File: config.mk
export PLATFORM = sky130hd
export DESIGN_NAME = color_match_judge_flat
export DESIGN_NICKNAME = d
export VERILOG_FILES = /design/src/rtl/color_pkg.sv /design/src/rtl/color_match_judge_if.sv /design/src/rtl/color_match_unit.sv /design/src/rtl/color_match_judge.sv /design/src/flat_wrapper.sv
export SDC_FILE = /design/constraint.sdc
export NUM_CORES = 1
export LEC_CHECK = 0
export BUFFER_PORTS_ARGS = -buffer_cell sky130_fd_sc_hd__buf_4
export CAP_MARGIN = 20
export CORE_UTILIZATION = 40
export CTS_BUF_LIST = sky130_fd_sc_hd__clkbuf_2 sky130_fd_sc_hd__clkbuf_4 sky130_fd_sc_hd__clkbuf_8
export DETAILED_ROUTE_END_ITERATION = 8
export PLACE_DENSITY_LB_ADDON = 0.08
export SLEW_MARGIN = 30
export SYNTH_ARGS = -nofsm -noshare
export SYNTH_HDL_FRONTEND = slang
export SYNTH_SLANG_ARGS = --single-unit
File: constraint.sdc
create_clock -name clk -period 3.6 [get_ports clk]
set_clock_uncertainty 0.05 [all_clocks]
set_input_delay 0.36 -clock clk [delete_from_list [all_inputs] [get_ports clk]]
set_output_delay 0.36 -clock clk [all_outputs]
set_load 0.02 [all_outputs]
File: src/rtl/color_pkg.sv
// Shared types and helpers for the color match judge: FSM states, color geometry and
// platform field selection.
package color_pkg;

  localparam int unsigned COLOR_W   = 3;
  localparam int unsigned NUM_PLATS = 4;
  localparam int unsigned PLATS_W   = COLOR_W * NUM_PLATS;

  typedef enum logic [1:0] {
    StIdle,
    StFetch,
    StArmed,
    StOver
  } state_e;

  // Platform k occupies bits [3k+2:3k].
  function automatic logic [COLOR_W-1:0] plat_sel(input logic [PLATS_W-1:0] plats,
                                                  input logic [1:0]         idx);
    return plats[32'(idx) * COLOR_W +: COLOR_W];
  endfunction

endpackage

File: src/rtl/color_match_judge_if.sv
// Game-side bundle of the color match judge: generator handshake, landing strobe, and
// round/score status.
interface color_match_judge_if
  import color_pkg::*;
#(
  parameter int unsigned SCORE_W = 8
);

  logic                 start;
  logic                 colors_req;
  logic                 colors_valid;
  logic [PLATS_W-1:0]   new_color_plats;
  logic [COLOR_W-1:0]   new_color_ball;
  logic                 land_valid;
  logic [1:0]           land_pos;
  logic [PLATS_W-1:0]   plat_colors;
  logic [COLOR_W-1:0]   ball_color;
  logic [SCORE_W-1:0]   score;
  logic [1:0]           lives;
  logic                 hit;
  logic                 miss;
  logic                 game_over;

  modport master (
    output start, colors_valid, new_color_plats, new_color_ball, land_valid, land_pos,
    input  colors_req, plat_colors, ball_color, score, lives, hit, miss, game_over
  );

  modport slave (
    input  start, colors_valid, new_color_plats, new_color_ball, land_valid, land_pos,
    output colors_req, plat_colors, ball_color, score, lives, hit, miss, game_over
  );

endinterface

File: src/rtl/color_match_unit.sv
// Combinational color comparator: match of the ball against the selected platform, and
// whether the ball color appears on any platform at all.
module color_match_unit
  import color_pkg::*;
(
  input  logic [PLATS_W-1:0] plats,
  input  logic [COLOR_W-1:0] ball,
  input  logic [1:0]         pos,
  output logic               match,
  output logic               ball_in_set
);

  always_comb begin
    match       = (plat_sel(plats, pos) == ball);
    ball_in_set = 1'b0;
    for (int k = 0; k < NUM_PLATS; k++) begin
      if (plat_sel(plats, 2'(k)) == ball) begin
        ball_in_set = 1'b1;
      end
    end
  end

endmodule

File: src/rtl/color_match_judge.sv
// Color match judge: fetches a color set per round, scores landings against the ball
// color and tracks lives until the game is over.
module color_match_judge
  import color_pkg::*;
#(
  parameter int unsigned START_LIVES = 3,
  parameter int unsigned SCORE_W     = 8
) (
  input  logic              clk,
  input  logic              reset,
  color_match_judge_if.slave bus
);

  state_e               state_q, state_d;
  logic [PLATS_W-1:0]   plats_q, plats_d;
  logic [COLOR_W-1:0]   ball_q, ball_d;
  logic [SCORE_W-1:0]   score_q, score_d;
  logic [1:0]           lives_q, lives_d;
  logic                 hit_q, hit_d;
  logic                 miss_q, miss_d;
  logic                 req_q, req_d;
  logic                 over_q, over_d;

  logic [PLATS_W-1:0]   unit_plats;
  logic [COLOR_W-1:0]   unit_ball;
  logic                 unit_match;
  logic                 unit_in_set;

  // In FETCH the unit screens the incoming set; otherwise it judges the latched round.
  assign unit_plats = (state_q == StFetch) ? bus.new_color_plats : plats_q;
  assign unit_ball  = (state_q == StFetch) ? bus.new_color_ball  : ball_q;

  color_match_unit u_match (
    .plats       (unit_plats),
    .ball        (unit_ball),
    .pos         (bus.land_pos),
    .match       (unit_match),
    .ball_in_set (unit_in_set)
  );

  always_comb begin
    state_d = state_q;
    plats_d = plats_q;
    ball_d  = ball_q;
    score_d = score_q;
    lives_d = lives_q;
    hit_d   = 1'b0;
    miss_d  = 1'b0;

    unique case (state_q)
      StIdle, StOver: begin
        if (bus.start) begin
          state_d = StFetch;
          score_d = '0;
          lives_d = 2'(START_LIVES);
        end
      end
      StFetch: begin
        if (bus.colors_valid && unit_in_set) begin
          plats_d = bus.new_color_plats;
          ball_d  = bus.new_color_ball;
          state_d = StArmed;
        end
      end
      StArmed: begin
        if (bus.land_valid) begin
          if (unit_match) begin
            hit_d   = 1'b1;
            score_d = (score_q == '1) ? score_q : score_q + SCORE_W'(1);
            state_d = StFetch;
          end else begin
            miss_d  = 1'b1;
            lives_d = lives_q - 2'd1;
            state_d = (lives_q == 2'd1) ? StOver : StFetch;
          end
        end
      end
      default: state_d = StIdle;
    endcase

    req_d  = (state_d == StFetch);
    over_d = (state_d == StOver);
  end

  always_ff @(posedge clk or posedge reset) begin
    if (reset) begin
      state_q <= StIdle;
      plats_q <= '0;
      ball_q  <= '0;
      score_q <= '0;
      lives_q <= '0;
      hit_q   <= 1'b0;
      miss_q  <= 1'b0;
      req_q   <= 1'b0;
      over_q  <= 1'b0;
    end else begin
      state_q <= state_d;
      plats_q <= plats_d;
      ball_q  <= ball_d;
      score_q <= score_d;
      lives_q <= lives_d;
      hit_q   <= hit_d;
      miss_q  <= miss_d;
      req_q   <= req_d;
      over_q  <= over_d;
    end
  end

  assign bus.colors_req  = req_q;
  assign bus.plat_colors = plats_q;
  assign bus.ball_color  = ball_q;
  assign bus.score       = score_q;
  assign bus.lives       = lives_q;
  assign bus.hit         = hit_q;
  assign bus.miss        = miss_q;
  assign bus.game_over   = over_q;

endmodule

File: src/flat_wrapper.sv
// flat-port wrapper written by rule: the top's interface ports become plain ports
module color_match_judge_flat import color_pkg::*;
#(
  parameter int unsigned START_LIVES = 3,
  parameter int unsigned SCORE_W     = 8
)
  (clk, reset, bus_start, bus_colors_valid, bus_new_color_plats, bus_new_color_ball, bus_land_valid, bus_land_pos, bus_colors_req, bus_plat_colors, bus_ball_color, bus_score, bus_lives, bus_hit, bus_miss, bus_game_over);
  color_match_judge_if #(.SCORE_W(SCORE_W)) bus_i ();
  input  logic clk;
  input  logic reset;
  input wire logic [$bits(bus_i.start)-1:0] bus_start;
  input wire logic [$bits(bus_i.colors_valid)-1:0] bus_colors_valid;
  input wire logic [$bits(bus_i.new_color_plats)-1:0] bus_new_color_plats;
  input wire logic [$bits(bus_i.new_color_ball)-1:0] bus_new_color_ball;
  input wire logic [$bits(bus_i.land_valid)-1:0] bus_land_valid;
  input wire logic [$bits(bus_i.land_pos)-1:0] bus_land_pos;
  output wire logic [$bits(bus_i.colors_req)-1:0] bus_colors_req;
  output wire logic [$bits(bus_i.plat_colors)-1:0] bus_plat_colors;
  output wire logic [$bits(bus_i.ball_color)-1:0] bus_ball_color;
  output wire logic [$bits(bus_i.score)-1:0] bus_score;
  output wire logic [$bits(bus_i.lives)-1:0] bus_lives;
  output wire logic [$bits(bus_i.hit)-1:0] bus_hit;
  output wire logic [$bits(bus_i.miss)-1:0] bus_miss;
  output wire logic [$bits(bus_i.game_over)-1:0] bus_game_over;
  assign bus_i.start = bus_start;
  assign bus_i.colors_valid = bus_colors_valid;
  assign bus_i.new_color_plats = bus_new_color_plats;
  assign bus_i.new_color_ball = bus_new_color_ball;
  assign bus_i.land_valid = bus_land_valid;
  assign bus_i.land_pos = bus_land_pos;
  assign bus_colors_req = bus_i.colors_req;
  assign bus_plat_colors = bus_i.plat_colors;
  assign bus_ball_color = bus_i.ball_color;
  assign bus_score = bus_i.score;
  assign bus_lives = bus_i.lives;
  assign bus_hit = bus_i.hit;
  assign bus_miss = bus_i.miss;
  assign bus_game_over = bus_i.game_over;
  color_match_judge #(.START_LIVES(START_LIVES), .SCORE_W(SCORE_W)) u_core (.clk(clk), .reset(reset), .bus(bus_i));
endmodule
## Word-level counts from Yosys, hierarchy flattened

Cells that the tools add are included.

- Output and inout bits: 29
- Logic and storage cells: 64
- Register bits after elaboration: 31
- Input port bits: 22

- Eq/ne operators: 17
- Multiply operators: 1
- Reductions and logical operators: 7
- Mux-type cells: 27
- Shift-type cells: 1
- Add/subtract/negate cells: 2

Operators by type and width:

| operator | number |
|---|---|
| 8-bit two-way mux | 4 |
| 2-bit two-way mux | 8 |
| 8-bit case mux with 2 select lines | 1 |
| 3-bit equality test | 5 |
| 12-bit two-way mux | 1 |
| 12-bit by 5-bit variable part select with 3-bit output | 1 |
| 1-bit two-way mux | 10 |
| 2-bit inequality test (second input constant) | 5 |
| 8-bit by 1-bit adder with 8-bit output (second input constant) | 1 |
| 8-bit equality test (second input constant) | 1 |
| 2-bit by 1-bit equality test with 1-bit output (second input constant) | 3 |
| 2-bit equality test (second input constant) | 3 |
| 2-bit case mux with 3 select lines | 1 |
| 5-bit AND reduction | 1 |
| 2-bit by 2-bit multiplier with 4-bit output (second input constant) | 1 |
| 2-bit case mux with 2 select lines | 1 |
| 4-bit AND reduction | 1 |
| 3-bit two-way mux | 1 |
| 2-bit zero test | 1 |
| 2-bit AND reduction | 1 |
| 2-bit nonzero test | 1 |
| 2-bit OR reduction | 1 |
| 2-bit by 1-bit subtractor with 2-bit output (second input constant) | 1 |
| 1-bit logical AND | 1 |

## Depth between registers and ports, before layout

Gate-level depths: netlist (run 1).

- Depth in word-level cells: 11
- Depth in mapped cells: 11

## Hierarchy

From an unflattened synthesis (run 1), not the netlist that was laid out.

- Cells, all modules: 175
- Area, all modules: 1,868.0 um^2

By module, submodules not included:

| module | instances | sequential area each (um^2) | cells an instance | area an instance (um^2) |
|---|---|---|---|---|
| color_match_judge | 1 | 775.7 | 142 | 1,584.0 |
| color_match_unit | 1 | 0.0 | 33 | 284.0 |

## Worst setup path after synthesis (run 1)

Ideal clock, no wire load.

- Path kind: register to register
- Start point: reg u_core.state_q[0]
- End point: reg u_core.score_q[5], in the netlist u_core.bus.score[5]
- Required time: 3,471 ps
- Cell stages (with the launch flop): 11
- Setup time: 79 ps
- Path buffers: 2
- Clock period less this slack: 2,690 ps
- Setup slack: 910 ps
- Arrival time: 2,561 ps
- Cell sequence: dfrtp_1 ha_1 buf_6 inv_2 mux4_2 xor2_1 or3_1 buf_6 or2_4 nor4_4 mux2i_1

- Longest elaborated chain between the ends: 6

Ends and longest elaborated chain:

| element | line | RTL |
|---|---|---|
| from (decl) | color_match_judge.sv:14 | `state_e state_q, state_d;` |
| from (signal assigned) | color_match_judge.sv:87 | `state_q <= StIdle;` |
| from (signal assigned) | color_match_judge.sv:97 | `state_q <= state_d;` |
| 2-bit by 1-bit equality test with 1-bit output | color_match_judge.sv:30, color_match_judge.sv:31 |  |
| 12-bit two-way mux | color_match_judge.sv:30 | `assign unit_plats = (state_q == StFetch) ? bus.new_color_plats : plats_q;` |
| 12-bit by 5-bit variable part select with 3-bit output | color_pkg.sv:19 | `return plats[32'(idx) * COLOR_W +: COLOR_W];` |
| 3-bit equality test | color_match_unit.sv:14 | `match = (plat_sel(plats, pos) == ball);` |
| 2-bit inequality test (no source line) | n/a |  |
| 5-bit AND reduction (no source line) | n/a |  |
| to (signal assigned) | color_match_judge.sv:100 | `score_q <= score_d;` |
| to (decl) | color_match_judge.sv:17 | `logic [SCORE_W-1:0] score_q, score_d;` |

Several ways; a longest one is shown, not always the timed one.
A chain may end at the register's enable or synchronous reset.

## Final worst setup path (run 1)

Same ends and word-level chain as after synthesis.

==> results of run 1 <==
-- cell usage after synthesis, types with 2 or more instances --
cell type,instances,area (um2)
nor2_1,11,41.3
xnor2_1,6,52.6
buf_6,3,33.8
o21ai_0,4,20.0
nand2b_1,2,12.5
nor4_2,2,25.0
mux2_2,16,180
o21a_1,2,15.0
ha_1,4,50.1
nor3_1,11,55.1
xor2_1,18,158
mux2i_1,8,80.1
inv_1,7,26.3
o311ai_0,2,17.5
nor2b_1,2,12.5
clkbuf_1,6,22.5
nor4_1,2,12.5
nand4_1,2,12.5
dfrtp_1,31,776
nand3_1,7,35.0
and2_1,3,18.8
nand2_1,13,48.8
-- worst paths after layout --
kind / start / to / slack [ns] / cells after the start
worst max-delay path: u_core.state_q[0] / u_core.bus.score[5] / 0.71 / 8
min in group clk: bus_new_color_plats[10] / u_core.bus.plat_colors[10] / 0.28 / 2
worst min register to register: u_core.bus.lives[1] / u_core.bus.lives[1] / 0.48 / 1
worst max register to register: u_core.state_q[0] / u_core.bus.score[5] / 0.71 / 8
max in group asynchronous: reset / u_core.bus.plat_colors[1] / 3.09 / 3
worst min-delay path: reset / u_core.bus.plat_colors[0] / 0.12 / 3
-- sequential cells by signal (all words and copies together) (netlist names) --
signal                  count
u_core.bus.score            8
u_core.bus.lives            2
u_core.bus.hit              1
u_core.bus.miss             1
u_core.bus.ball_color       3
u_core.bus.colors_req       1
u_core.state_q              2
u_core.bus.plat_colors     12
u_core.bus.game_over        1
-- cell type report --
type	count	area [um2]	area share (%)
Timing Repair Buffer	51	383	15.8
Sequential cell	31	776	32.0
Tap cell	52	65.1	2.69
Clock buffer	8	104	4.29
Multi-Input combinational cell	139	1060	44.0
Inverter	8	30.0	1.24
-- worst max-delay path, cell delays in order (launching register included) --
cell and delay (ns):
dfrtp_1 0.42, ha_1 0.34, inv_2 0.16, mux4_2 0.52
xor2_1 0.17, or3_1 0.44, or2_4 0.30, nor4_4 0.22
mux2i_1 0.20
-- stage by stage --
step	utilization [%]	setup WS [ns]	cells	total power, uW	hold slack (ns)
after floorplan	-	0.910	189	1400	0.414
after global placement	51.5	0.804	281	1670	0.420
after detailed placement	51.5	0.718	281	1700	0.431
after CTS	53.8	0.705	289	2010	0.128
after global routing	53.8	0.518	289	2140	0.166
final	53.8	0.707	289	2000	0.121
-- cells by family (layout without fill, tap and decap cells) --
family / Yosys count / after routing / synth area share, %
mux: 25 / 25 / 14.6
compound gates: 21 / 21 / 8.12
buf+inv: 19 / 67 / 5.22
flops: 31 / 31 / 39.9
simple gates: 65 / 65 / 18.8
fa+ha+maj: 4 / 4 / 2.58
xor+xnor: 24 / 24 / 10.8
-- routing by layer --
layer | part of all wire (%) | track usage [%] | vias up
li1 | - | - | 747
met1 | 43 | 21.4 | 769
met2 | 51 | 34.1 | 53
met3 | 4.4 | 4.64 | 6
met4 | 1.4 | 6.54 | 0
met5 | 0 | 0 | -
-- power breakdown --
group | leakage [uW] | internal (uW) | switching (uW)
combinational | 0.000710 | 486 | 610
sequential | 0.000385 | 466 | 129
clock | 0.0000549 | 182 | 125
total | 0.00115 | 1130 | 864
==> results.toml, run 1 <==
[layout]
layout_commonest_cell = "buf_4"
num-fill-cells = 407
final_area_um2 = 2420
nets = 262
n_antenna_cell = 0
area_delta_synth_final_pct = 24.7
layout-drive-gt1-share_pct = 36.3
final_cell_mix = "51 x buf_4, 31 x dfrtp_1, 18 x xor2_1, 16 x mux2_2, 13 x nand2_1"

[place]
place_area_um2 = 2320
gp_congestion = 0.806
io_buffers = 50
dpl.hpwl_mm = 3.42

[synth]
yosysSeqAreaShare_pct = 39.9
avgSynthCellArea_um2 = 10.3
synth-edff-count = 0
ys_ff_latch = 31
ys.flop_type = "dfrtp_1"
ys_warn_count = 0
synth_nets = 215
syn_area_um2 = 1940
ys_async_sr_fraction_pct = 100
syn_inst = 189
synth_cell_type_count = 49

[min_path]
min_path_type = "input pin to async pin"

[sta]
layout_min_cycle_time_ns = 2.89
tightest_slew_ns = 0.731
grt_setup_unrepaired = "no"
hold_viol_final = 0
maxSlewHeadroom_pct = 51.2
fin_crit_sh_pct = 80.4
drv_slew = 0
max_freq_mhz = 346
setup_viol = 0
tns_ns = 0

[run]
drv_cap = 0

[die]
io_pins = 51
die_h_um = 71.7
initial_core_util_pct = 43.1
die_area_um2 = 5140
die_w_um = 71.7
rows = 24
coreArea_um2 = 4500

[global_routing]
grtUsageTotal_pct = 18.8
grt_pass1_wl_mm = 7.47
grt_remaining_overflow = 0
first_global_vias = 1633
grt_start_max_net_pins = 32
antenna_found_initial = 0

[cts]
cts-hold-fix-buffers = 0
clkLatencyLatePin_ns = 0.28
cts.sinks = 31
numCtsBuffers = 5
clk_pin_slew_worst_paths_ns = 0.07
cts_tree = "yes"
post-cts-setup-buffer-count = 0
clockRootBuffer = "clkbuf_8"
clock_path_buffers = 2
htree_levels = 2
cts_repair_resize_count = 0

[drt]
avgViaCountPerCell = 5.45
drt-wirelength-per-cell_um = 15.3
drc = 0
routed_wl_mm = 4.42
dr.first_iter.drc_count = 65
first_pass_iters = 4
vias = 1575
ant_nets = 0

[worst_setup_path]
crit_path_start_kind = "register"
critPathArrivalTime_ns = 3.05
crit_fanout = 10
cp-end-kind = "register"
cp.required_ns = 3.75
criticalPathCategory = "register to register"

[power]
ir_drop_mv = 0.356
leakage_uw = 0.00115
powerDensity_nw_per_um2 = 825

[status]
outcome = "finished, final reports clean"
Power figures use the tool's default switching activity.
==> inputs of run 2 (changes only) <==
clock period = 2.99 ns   (was 3.6 ns; I/O delays follow)
==> run 2 against run 1 <==
Against the previous run: maximum frequency rose by 5.4%; critical path depth increased by 1; total power up 24%; core utilization up 0.64 points; flip-flop and latch count is the same; non-clock buffer count increased by 2; cell count up 0.69%; clock power grew 40%; cell area rose by 1.2%; global-route usage shrank 0.19 points; critical path type unchanged.
==> results.toml, run 2 (synthesis gave the netlist of run 1 again) <==
[status]
outcome = "finished, final reports clean"

[worst_setup_path]
criticalPathCategory = "register to register"
path_delay_family = "simple AND/OR/NAND/NOR gates"
crit_path_start_kind = "register"
rr_worst_depth = 9
cp-end-kind = "register"
cp-startpoint = "u_core.state_q[1]"
cp_slowest_cell = "mux4_2"
r2r_start = "u_core.state_q[1]"
regToRegSetupSlack_ns = 0.24
cpPeakStageDelay_ns = 0.51
path_cells = "inv_1 > ha_1 > inv_2 > mux4_2 > xor2_1 > or3_1 > or2_4 > nor4_4 > mux2i_1"
crit_fanout = 6
critPathArrivalTime_ns = 2.90
worst-path-buf-inv = 2
rr_endpoint = "u_core.bus.score[5]"
cp.required_ns = 3.15

[drt]
routed_wl_mm = 4.35
first_pass_iters = 4
ant_nets = 0
drt-wirelength-per-cell_um = 14.9
vias = 1551
avgViaCountPerCell = 5.33
drc = 0
dr.first_iter.drc_count = 106

[cts]
htree_levels = 2
cts.sinks = 31
clkLatencyLatePin_ns = 0.28
cts_tree = "yes"
clock_path_buffers = 2
clk_pin_slew_worst_paths_ns = 0.07
post-cts-setup-buffer-count = 0
clockRootBuffer = "clkbuf_8"
numCtsBuffers = 5
cts-hold-fix-buffers = 0
cts_repair_resize_count = 0

[sta]
tightest_slew_ns = 0.581
maxSlewHeadroom_pct = 60.8
layout_min_cycle_time_ns = 2.75
tns_ns = 0
whs_ns = 0.0491
hold_viol_final = 0
fin_crit_sh_pct = 91.8
drv_slew = 0
setup_viol = 0
grt_setup_unrepaired = "no"
max_freq_mhz = 364

[global_routing]
first_global_vias = 1562
grtUsageTotal_pct = 18.6
antenna_found_initial = 0
grt_start_max_net_pins = 32
grt_remaining_overflow = 0
grt_pass1_wl_mm = 7.36

[power]
leakage_uw = 0.00117
powerDensity_nw_per_um2 = 1010
ir_drop_mv = 0.524

[die]
die_h_um = 71.7
rows = 24
io_pins = 51
die_w_um = 71.7
coreArea_um2 = 4500
die_area_um2 = 5140
initial_core_util_pct = 43.1

[layout]
area_delta_synth_final_pct = 26.2
largest_reg_flops = 12
stdcell_count = 291
layout-drive-gt1-share_pct = 36.8
final_area_um2 = 2450
nets = 264
final_cell_mix = "53 x buf_4, 31 x dfrtp_1, 18 x xor2_1, 16 x mux2_2, 13 x nand2_1"
layout_commonest_cell = "buf_4"
n_antenna_cell = 0

[min_path]
min_path_type = "input pin to async pin"

[place]
gp_congestion = 0.859
io_buffers = 50
dpl.hpwl_mm = 3.36
place_area_um2 = 2330
dpl.cell_count = 283

[run]
drv_cap = 0
==> run 2: cell count changes in the layout (fill, tap and decap cells not counted) <==
cell / change
clkinv_2: +1
clkbuf_8: -1
clkbuf_4: -1
bufinv_16: +1
buf_4: +2
==> run 2: worst max path at each step <==
| stage | endpoint | slack (ns) | depth (start not counted) |
|---|---|---|---|
| final | u_core.bus.score[5] | 0.24 | 9 |
| after global routing | u_core.bus.score[7] | 0.11 | 9 |
| after CTS | u_core.bus.score[5] | 0.25 | 8 |
| after detailed placement | u_core.bus.score[5] | 0.28 | 8 |
| after global placement | u_core.bus.score[5] | 0.34 | 8 |
| after floorplan | u_core.bus.score[5] | 0.30 | 10 |
==> run 2: per-stage QoR <==
step / worst slack [ns] / power, uW / util, %
4_1_cts: 0.248 / 2510 / 54.4
3_3_place_gp: 0.338 / 2020 / 51.8
6_report: 0.244 / 2480 / 54.4
3_5_place_dp: 0.276 / 2070 / 51.8
5_1_grt: 0.112 / 2650 / 54.4
2_1_floorplan: 0.300 / 1690 / -
==> run 2: final cells by class <==
class | count | area (um2)
inverters | 8 | 30.0
repair buffers | 53 | 398
clock inverters | 2 | 35.0
clock buffers | 6 | 82.6
fillers | 418 | 2050
multi-input cells | 139 | 1060
well taps | 52 | 65.1
flip-flops and latches | 31 | 776
==> run 2: layer usage <==
metal | up-vias | track usage (%) | share of wire, %
met5 | - | 0 | 0
met2 | 48 | 33.0 | 51
met3 | 6 | 4.92 | 5.3
li1 | 752 | - | -
met4 | 0 | 6.54 | 1.2
met1 | 745 | 21.5 | 42
==> run 2: where the power goes <==
| group | total [uW] | internal, uW | leakage, uW | switching (uW) |
|---|---|---|---|---|
| registers | 708 | 561 | 0.000385 | 147 |
| clock network | 429 | 270 | 0.0000612 | 159 |
| logic | 1340 | 598 | 0.000720 | 745 |
==> run 2: worst min-delay path, delay by kind of cell <==
kind	cells	cell delay (ns)
buf+inv	3	0.49
==> inputs of run 3 (changes only) <==
RECOVER_POWER = 100   (was not set)
REMOVE_ABC_BUFFERS = 1   (was not set)
==> run 3 against run 2 <==
Against the previous run: cell count is 0.34% lower; critical path type unchanged; non-clock buffer count stayed put; global-route usage is 0.12 points higher; clock-buffer cell count stayed put; sequential power is 0.8% lower; maximum frequency is 0.91% lower.
==> results.toml, run 3 (synthesis gave the netlist of run 1 again) <==
[sta]
layout_min_cycle_time_ns = 2.77
hold_viol_final = 0
whs_ns = 0.0512
maxSlewHeadroom_pct = 42.6
max_freq_mhz = 361
fin_crit_sh_pct = 92.7
tns_ns = 0
drv_slew = 0
grt_setup_unrepaired = "no"
timing.final.ws_setup_ns = 0.219
tightest_slew_ns = 0.861
setup_viol = 0

[layout]
num-fill-cells = 430
utilization_pct = 50.8
n_antenna_cell = 0
largest_reg_flops = 12
final_cell_mix = "31 x clkbuf_1, 31 x dfrtp_1, 20 x buf_4, 18 x xor2_1, 16 x mux2_2"
layout-drive-gt1-share_pct = 23.1
nets = 264
multi_input_area_um2 = 1050
ff_latch_area_um2 = 776
area_delta_synth_final_pct = 17.8

[cts]
clockRootBuffer = "clkbuf_8"
cts_repair_resize_count = 0
clock_path_buffers = 2
htree_levels = 2
cts.sinks = 31
clk_pin_slew_worst_paths_ns = 0.07
clkLatencyLatePin_ns = 0.28
cts-hold-fix-buffers = 0
post-cts-setup-buffer-count = 0
numCtsBuffers = 5
cts_tree = "yes"

[drt]
first_pass_iters = 4
drc = 0
ant_nets = 0
dr.first_iter.drc_count = 83
routed_wl_mm = 4.32
drt-wirelength-per-cell_um = 14.9
avgViaCountPerCell = 5.38
vias = 1560

[worst_setup_path]
cp.required_ns = 3.15
r2r_start = "u_core.state_q[0]"
crit_fanout = 6
critPathArrivalTime_ns = 2.93
cp-end-kind = "register"
cp-startpoint = "u_core.state_q[0]"
criticalPathCategory = "register to register"
crit_path_start_kind = "register"

[die]
die_h_um = 71.7
die_area_um2 = 5140
die_w_um = 71.7
rows = 24
io_pins = 51
initial_core_util_pct = 43.1
coreArea_um2 = 4500

[global_routing]
use_met1_pct = 22.1
grtUsageTotal_pct = 18.7
grt_use_met3_pct = 5.20
grt_pass1_wl_mm = 7.33
use_met2_pct = 31.1
grt_remaining_overflow = 0
grt_start_max_net_pins = 17
first_global_vias = 1568
antenna_found_initial = 0
busiest_layer = "met2"

[place]
pre_cts_ws_ns = 0.247
dpl.hpwl_mm = 3.39
io_buffers = 50
gp_congestion = 0.803

[status]
outcome = "finished, final reports clean"

[power]
leakage_uw = 0.00102
powerDensity_nw_per_um2 = 980
ir_drop_mv = 0.527

[run]
drv_cap = 0

[min_path]
min_path_type = "input pin to async pin"
run 3: routing by layer:
layer / vias up / wire (um) / share of wire, %
li1: 754 / - / -
met1: 734 / 1820 / 42
met2: 59 / 2160 / 50
met3: 13 / 215 / 5.0
met4: 0 / 116 / 2.7
met5: - / 0 / 0
run 3: stage by stage:
| step | total power [uW] | area, um2 | instances |
|---|---|---|---|
| finish | 2240 | 2290 | 290 |
| global route | 2440 | 2290 | 290 |
| CTS | 2410 | 2420 | 290 |
| detailed placement | 2060 | 2330 | 283 |
| global placement | 2020 | 2330 | 283 |
| floorplan | 1620 | 1870 | 178 |
run 3: final timing paths:
path / endpoint / slack, ns / cells after the start
setup / recovery: u_core.bus.score[5] / 0.22 / 8
hold / removal: u_core.bus.score[0] / 0.05 / 2
setup reg to reg: u_core.bus.score[5] / 0.22 / 8
hold reg to reg: u_core.bus.lives[1] / 0.47 / 1
max in group asynchronous: u_core.bus.ball_color[1] / 1.65 / 3
min in group clk: u_core.bus.plat_colors[10] / 0.22 / 2
run 3: critical path, cell delays in order, from the launching register on:
cell and delay (ns):
dfrtp_1 0.42, ha_1 0.24, inv_2 0.12, mux4_2 0.52, xor2_1 0.17, or3_1 0.43, or2_4 0.29, nor4_2 0.24
mux2i_1 0.22
run 3: layout make-up:
cell class                      instances  area share (%)
Inverter                                8            1.31
Tap cell                               52            2.84
Timing Repair Buffer                   53            12.2
Clock inverter                          1           0.219
Clock buffer                            6            3.61
Multi-Input combinational cell        139            45.9
Sequential cell                        31            33.9
run 3: power breakdown:
part	internal (uW)	leakage [uW]	switching (uW)
sequential	561	0.000385	140
combinational	485	0.000592	725
clock	180	0.0000470	150
total	1230	0.00102	1020
